## config.mk

```make
export PLATFORM = sky130hd
export DESIGN_NAME = bcd_convert_seq_flat
export DESIGN_NICKNAME = d
export VERILOG_FILES = /design/src/rtl/bcd_convert_seq_if.sv /design/src/rtl/bcd_convert_seq.sv /design/src/flat_wrapper.sv
export SDC_FILE = /design/constraint.sdc
export NUM_CORES = 1
export LEC_CHECK = 0
export ABC_AREA = 1
export CORE_MARGIN = 2
export CORE_UTILIZATION = 35
export DETAILED_ROUTE_END_ITERATION = 10
export PLACE_DENSITY = 0.54
export SETUP_SLACK_MARGIN = 0.2
export SYNTH_ARGS = -nofsm -noshare
export SYNTH_HDL_FRONTEND = slang
export SYNTH_SLANG_ARGS = --single-unit
```

## constraint.sdc

```tcl
create_clock -name clk -period 3.2 [get_ports clk]
set_input_delay 0.48 -clock clk [delete_from_list [all_inputs] [get_ports clk]]
set_output_delay 0.48 -clock clk [all_outputs]
set_load 0.005 [all_outputs]
```

## src/rtl/bcd_convert_seq_if.sv

```systemverilog
// Operand/result handshake bundle for bcd_convert_seq: valid/ready on the
// operand side and on the result side, plus the operand and result buses.
interface bcd_convert_seq_if #(
    parameter int WIDTH  = 16,
    parameter int DIGITS = 5
);
    logic                  in_valid;
    logic                  in_ready;
    logic                  mode;
    logic [WIDTH-1:0]      bin_in;
    logic [4*DIGITS-1:0]   bcd_in;
    logic                  out_valid;
    logic                  out_ready;
    logic [4*DIGITS-1:0]   bcd_out;
    logic [WIDTH-1:0]      bin_out;
    logic                  err;

    // Front end / consumer side.
    modport master (
        output in_valid, mode, bin_in, bcd_in, out_ready,
        input  in_ready, out_valid, bcd_out, bin_out, err
    );

    // Converter side.
    modport slave (
        input  in_valid, mode, bin_in, bcd_in, out_ready,
        output in_ready, out_valid, bcd_out, bin_out, err
    );
endinterface

```

## src/rtl/bcd_convert_seq.sv

```systemverilog
// Sequential binary<->BCD converter: double dabble (mode 0, one bit/cycle) or
// x10 accumulate (mode 1, one digit/cycle). Optional macro BCD_DIGIT_CHECK_EN.
module bcd_convert_seq #(
    parameter int WIDTH  = 16,
    parameter int DIGITS = 5
) (
    input  logic             clk,
    input  logic             rst,
    bcd_convert_seq_if.slave bus
);
    localparam int BCD_W     = 4 * DIGITS;
    localparam int STEPS_MAX = (WIDTH > DIGITS) ? WIDTH : DIGITS;
    localparam int CNT_W     = $clog2(STEPS_MAX + 1);

    localparam logic [1:0] IDLE = 2'd0;
    localparam logic [1:0] CONV = 2'd1;
    localparam logic [1:0] DONE = 2'd2;

    logic [1:0]       state;
    logic [CNT_W-1:0] cnt;
    logic             mode_q;
    logic [WIDTH-1:0] bin_op;
    logic [BCD_W-1:0] bcd_op;
    logic [WIDTH-1:0] bin_sh;
    logic [BCD_W-1:0] bcd_sh;
    logic [BCD_W-1:0] acc;

    logic [BCD_W-1:0] bcd_out_q;
    logic [WIDTH-1:0] bin_out_q;
    logic             err_q;

    // Adds 3 to every digit that is 5 or more, ahead of the left shift.
    function automatic logic [BCD_W-1:0] add3_digits(input logic [BCD_W-1:0] v);
        logic [BCD_W-1:0] r;
        // NOTE: r takes a full default before the loop so no path leaves it unassigned.
        r = v;
        for (int i = 0; i < DIGITS; i++) begin
            if (v[4*i +: 4] >= 4'd5) r[4*i +: 4] = v[4*i +: 4] + 4'd3;
        end
        return r;
    endfunction

    logic [BCD_W-1:0] dd_adj;
    logic [BCD_W-1:0] dd_bcd_next;
    logic [WIDTH-1:0] dd_bin_next;
    logic [3:0]       digit;
    logic [BCD_W-1:0] acc_next;
    logic [BCD_W-1:0] digit_sh_next;
    logic             ovf;
    logic             mode1_err;
    logic             last_step;

    assign dd_adj      = add3_digits(bcd_sh);
    assign dd_bcd_next = (dd_adj << 1) | BCD_W'(bin_sh[WIDTH-1]);
    assign dd_bin_next = bin_sh << 1;

    // Mode 1 reuses bcd_sh as a digit shifter, most significant digit first.
    assign digit         = bcd_sh[BCD_W-1 -: 4];
    assign acc_next      = (acc << 3) + (acc << 1) + BCD_W'(digit);
    assign digit_sh_next = bcd_sh << 4;
    assign ovf           = |acc_next[BCD_W-1:WIDTH];
    assign last_step     = (cnt == CNT_W'(1));

`ifdef BCD_DIGIT_CHECK_EN
    logic digit_bad;

    function automatic logic has_bad_digit(input logic [BCD_W-1:0] v);
        logic bad;
        bad = 1'b0;
        for (int i = 0; i < DIGITS; i++) begin
            if (v[4*i +: 4] > 4'd9) bad = 1'b1;
        end
        return bad;
    endfunction

    always_ff @(posedge clk) begin
        if (rst) begin
            digit_bad <= 1'b0;
        end else if (state == IDLE && bus.in_valid) begin
            digit_bad <= has_bad_digit(bus.bcd_in);
        end
    end

    assign mode1_err = ovf | digit_bad;
`else
    assign mode1_err = ovf;
`endif

    always_ff @(posedge clk) begin
        // NOTE: state updates use <= so every register samples pre-edge values.
        if (rst) begin
            // NOTE: the working registers are reset too; this keeps the echo outputs deterministic.
            state     <= IDLE;
            cnt       <= '0;
            mode_q    <= 1'b0;
            bin_op    <= '0;
            bcd_op    <= '0;
            bin_sh    <= '0;
            bcd_sh    <= '0;
            acc       <= '0;
            bcd_out_q <= '0;
            bin_out_q <= '0;
            err_q     <= 1'b0;
        end else begin
            case (state)
                IDLE: begin
                    if (bus.in_valid) begin
                        mode_q <= bus.mode;
                        bin_op <= bus.bin_in;
                        bcd_op <= bus.bcd_in;
                        acc    <= '0;
                        bin_sh <= bus.bin_in;
                        if (bus.mode) begin
                            bcd_sh <= bus.bcd_in;
                            cnt    <= CNT_W'(DIGITS);
                        end else begin
                            bcd_sh <= '0;
                            cnt    <= CNT_W'(WIDTH);
                        end
                        state <= CONV;
                    end
                end

                CONV: begin
                    cnt <= cnt - CNT_W'(1);
                    if (mode_q) begin
                        acc    <= acc_next;
                        bcd_sh <= digit_sh_next;
                    end else begin
                        bcd_sh <= dd_bcd_next;
                        bin_sh <= dd_bin_next;
                    end

                    // Results are published only here, so they hold between operations.
                    if (last_step) begin
                        state <= DONE;
                        if (mode_q) begin
                            bcd_out_q <= bcd_op;
                            bin_out_q <= acc_next[WIDTH-1:0];
                            err_q     <= mode1_err;
                        end else begin
                            bcd_out_q <= dd_bcd_next;
                            bin_out_q <= bin_op;
                            err_q     <= 1'b0;
                        end
                    end
                end

                DONE: begin
                    if (bus.out_ready) state <= IDLE;
                end

                default: state <= IDLE;
            endcase
        end
    end

    assign bus.in_ready  = (state == IDLE);
    assign bus.out_valid = (state == DONE);
    assign bus.bcd_out   = bcd_out_q;
    assign bus.bin_out   = bin_out_q;
    assign bus.err       = err_q;
endmodule

```

## src/flat_wrapper.sv

```systemverilog
// flat-port wrapper written by rule: the top's interface ports become plain ports
module bcd_convert_seq_flat 
#(
    parameter int WIDTH  = 16,
    parameter int DIGITS = 5
)
  (clk, rst, bus_in_valid, bus_mode, bus_bin_in, bus_bcd_in, bus_out_ready, bus_in_ready, bus_out_valid, bus_bcd_out, bus_bin_out, bus_err);
  bcd_convert_seq_if #(.WIDTH(WIDTH), .DIGITS(DIGITS)) bus_i ();
  input  logic clk;
  input  logic rst;
  input wire logic [$bits(bus_i.in_valid)-1:0] bus_in_valid;
  input wire logic [$bits(bus_i.mode)-1:0] bus_mode;
  input wire logic [$bits(bus_i.bin_in)-1:0] bus_bin_in;
  input wire logic [$bits(bus_i.bcd_in)-1:0] bus_bcd_in;
  input wire logic [$bits(bus_i.out_ready)-1:0] bus_out_ready;
  output wire logic [$bits(bus_i.in_ready)-1:0] bus_in_ready;
  output wire logic [$bits(bus_i.out_valid)-1:0] bus_out_valid;
  output wire logic [$bits(bus_i.bcd_out)-1:0] bus_bcd_out;
  output wire logic [$bits(bus_i.bin_out)-1:0] bus_bin_out;
  output wire logic [$bits(bus_i.err)-1:0] bus_err;
  assign bus_i.in_valid = bus_in_valid;
  assign bus_i.mode = bus_mode;
  assign bus_i.bin_in = bus_bin_in;
  assign bus_i.bcd_in = bus_bcd_in;
  assign bus_i.out_ready = bus_out_ready;
  assign bus_in_ready = bus_i.in_ready;
  assign bus_out_valid = bus_i.out_valid;
  assign bus_bcd_out = bus_i.bcd_out;
  assign bus_bin_out = bus_i.bin_out;
  assign bus_err = bus_i.err;
  bcd_convert_seq #(.WIDTH(WIDTH), .DIGITS(DIGITS)) u_core (.clk(clk), .rst(rst), .bus(bus_i));
endmodule
```

==> run summary <==
ys async rst share - 0
Netlist cell types - 32
Net Count, Synth - 1141
final net count - 1196
drt first pass iters - 5
Final Cycle Share - 0.7997
DP HPWL - 13970 µm
total setup buffers inserted after CTS - 0
initial antenna violation count - 0
via count - 6825
total gr overflow - 0
full die area - 21990 µm²
first-pass GRT wire length - 33840 µm
FMAX - 390.8 MHz
Crit path largest cell delay - 0.53 ns
Port Buffers - 79
worst hold stages - 2
vias in the first global route - 6527
Reg2Reg Depth - 15
#FFs+latches synth - 136
Via density - 4.914
GRT Overall Usage - 0.1921
kind of critical path - reg2reg
largest net degree at the start of global routing - 71
crit end category - flip-flop
Max Slew Vio Count - 0
CTS Buffer Depth - 2
Hold Violations, Final - 0
clock latency on the worst-skew pair - 0.42 ns
worst-path maximum fanout - 3
crit path DAT - 2.82 ns
static leakage - 0.003666 µW
routed len/inst - 14.79 µm
Worst Skew - 0.008088 ns
final antenna-violating net count - 0
number of setup violations in the final report - 0
reg-to-reg startpoint - u_core.acc[0]
Post-Synthesis Cells - 1052
Clock H-tree levels - 4
YS warnings - 0
layout cell share with drive strength beyond 1 - 0.05630
placed cells - 1358
delay-heaviest family, CP - adder cells
pwr/cell area - 513.0 nW/µm²
IO Pins - 80
Sink Count - 136
drc violations - 0
area share of the largest cell type after synthesis - 0.3736
diodes inserted - 0
Area contributors post-synth - dfxtp_1 37%, nand2_1 15%, a21oi_1 8.0%, ha_1 7.9%, o21ai_0 6.9%
hold_sp - u_core.bcd_op[9]
setup TNS - 0 ns
routed wire length - 20540 µm
CTS Buf Count - 17
Fillers - 2158
commonest non-fill, non-tap cell in the layout - nand2_1
worst-path cell chain - inv_1 > fa_1 > fa_1 > inv_1 > nand2_1 > nand2_1 > nand3_1 > nand2_1 > nand2_1 > nand3_1 > nand2_1 > nor2_1 > nand3_1 > nand2_1 > a21oi_1
total core area - 20360 µm²
worst endpoint required time - 3.46 ns
Clock transition at path regs - 0.06 ns
P&R area growth vs syn - 20.64%
GPL Wtd Cong - 0.8597
Max-slew headroom - 0.4386
crit-path most repeated cell - nand2_1
Critical R2R Capture - u_core.bus.err
Starting Density - 0.3579
Finished Layout Cells - 1389
max_cap viols - 0
reg2reg setup slack - 0.64 ns
unrepaired setup endpoints after global routing - no
slew at the pin closest to its max-slew limit - 0.8420 ns
final critical-path required period - 2.559 ns
worst ir drop on vdd - 398.5 µV
sequential fraction of the synthesis area - 0.3736
most frequent cells in the layout - 282 x nand2_1, 136 x dfxtp_1, 117 x a21oi_1
Post-synth EDFFs - 0
HP Class - reg2reg
CTS resizes - 0
outcome - finished, final reports clean
area of the mapped netlist - 7288 µm²
Die H - 148.3 µm
CTS root buffer - clkbuf_16
Synth Flop Type - dfxtp_1
Yosys top cell by area - dfxtp_1
CTS tree - yes
Rows - 52
die width - 148.3 µm
slowest CP cell - fa_1
crit path launch type - flip-flop
worst path buffer plus inverter count - 2
Mean Syn Cell Area - 6.928 µm²
Hold EP - u_core.bcd_op[9]
cts hold-fix bufs - 0
initial DRC count - 388
## worst max path at each step
stage | startpoint | endpoint | slack, ns | depth (start not counted)
2_1_floorplan | u_core.acc[0] | u_core.bus.err | 0.91 | 15
3_3_place_gp | u_core.acc[0] | u_core.bus.err | 0.70 | 15
3_5_place_dp | u_core.acc[0] | u_core.bus.err | 0.63 | 15
4_1_cts | u_core.acc[0] | u_core.bus.err | 0.62 | 15
5_1_grt | u_core.acc[0] | u_core.bus.err | 0.42 | 15
6_report | u_core.acc[0] | u_core.bus.err | 0.64 | 15
## registers in the layout, summed over array words and instances, names as in the netlist
signal / count
u_core.acc: 19
u_core.bcd_op: 20
u_core.bcd_sh: 20
u_core.bin_op: 16
u_core.bin_sh: 16
u_core.bus.bcd_out: 20
u_core.bus.bin_out: 16
u_core.bus.err: 1
u_core.cnt: 5
u_core.mode_q: 1
u_core.state: 2
## cells by family (layout without fill, tap and decap cells)
kind of cell             count (synthesis)  count (layout)  share of synthesized area
buffers and inverters                  144             211                    0.08721
flip-flops                             136             136                     0.3736
AO/OA/AOI/OAI                          278             278                     0.1993
XOR/XNOR                                16              16                    0.01923
AND/OR/NAND/NOR                        430             430                     0.2362
adder cells (fa/ha/maj)                 48              48                    0.08446
## power breakdown
group | internal, µW | switching [µW] | leakage, µW
clock network | 1240 | 746 | 0.000280
registers | 1810 | 72.4 | 0.00111
logic | 228 | 416 | 0.00227
total | 3280 | 1230 | 0.00367
## stage by stage
step | hold slack [ns] | util | total power [µW] | cell area, µm² | setup slack (ns)
2_1_floorplan | 0.4245 | - | 2348 | 7288 | 0.9080
5_1_grt | 0.4803 | 0.4317 | 4718 | 8792 | 0.4233
6_report | 0.4521 | 0.4317 | 4510 | 8792 | 0.6408
3_3_place_gp | 0.4394 | 0.4033 | 2563 | 8213 | 0.7036
3_5_place_dp | 0.4448 | 0.4033 | 2564 | 8213 | 0.6259
4_1_cts | 0.4536 | 0.4317 | 4544 | 8792 | 0.6175
## synth_stat cells, types with 3 or more instances
library cell / n
nand2_1: 282
dfxtp_1: 136
a21oi_1: 117
nor2_1: 105
o21ai_0: 101
inv_1: 81
ha_1: 46
a31oi_1: 39
clkbuf_1: 25
buf_2: 19
nand3_1: 19
o21ai_1: 16
xor2_1: 10
buf_6: 8
inv_2: 8
xnor2_1: 6
nor2_2: 4
nor2_4: 4
nor3_1: 4
buf_4: 3
nand2_2: 3
## cell type report
type	instances	area [µm²]	share of cell area
multi-input cells	772	3930	0.4470
well taps	270	337.8	0.03842
repair buffers	91	888.4	0.1010
flip-flops and latches	136	2723	0.3097
clock buffers	22	454.2	0.05166
clock inverters	9	125.1	0.01423
inverters	89	334.1	0.03800
## routing by layer
layer,share of wire,GRT usage,vias to the layer above
li1,-,-,3564
met1,0.51,0.2762,3129
met2,0.44,0.3016,111
met3,0.033,0.03160,21
met4,0.011,0.04571,0
met5,0,0,-
## worst reg2reg max path, cell delays in order, from the launching register on
cell and delay (ns):
dfxtp_1 0.35, inv_1 0.07, fa_1 0.53, fa_1 0.48, inv_1 0.07, nand2_1 0.04
nand2_1 0.09, nand3_1 0.08, nand2_1 0.17, nand2_1 0.10, nand3_1 0.08, nand2_1 0.07
nor2_1 0.09, nand3_1 0.08, nand2_1 0.06, a21oi_1 0.05
No activity file was read; power rests on OpenSTA's default activity.
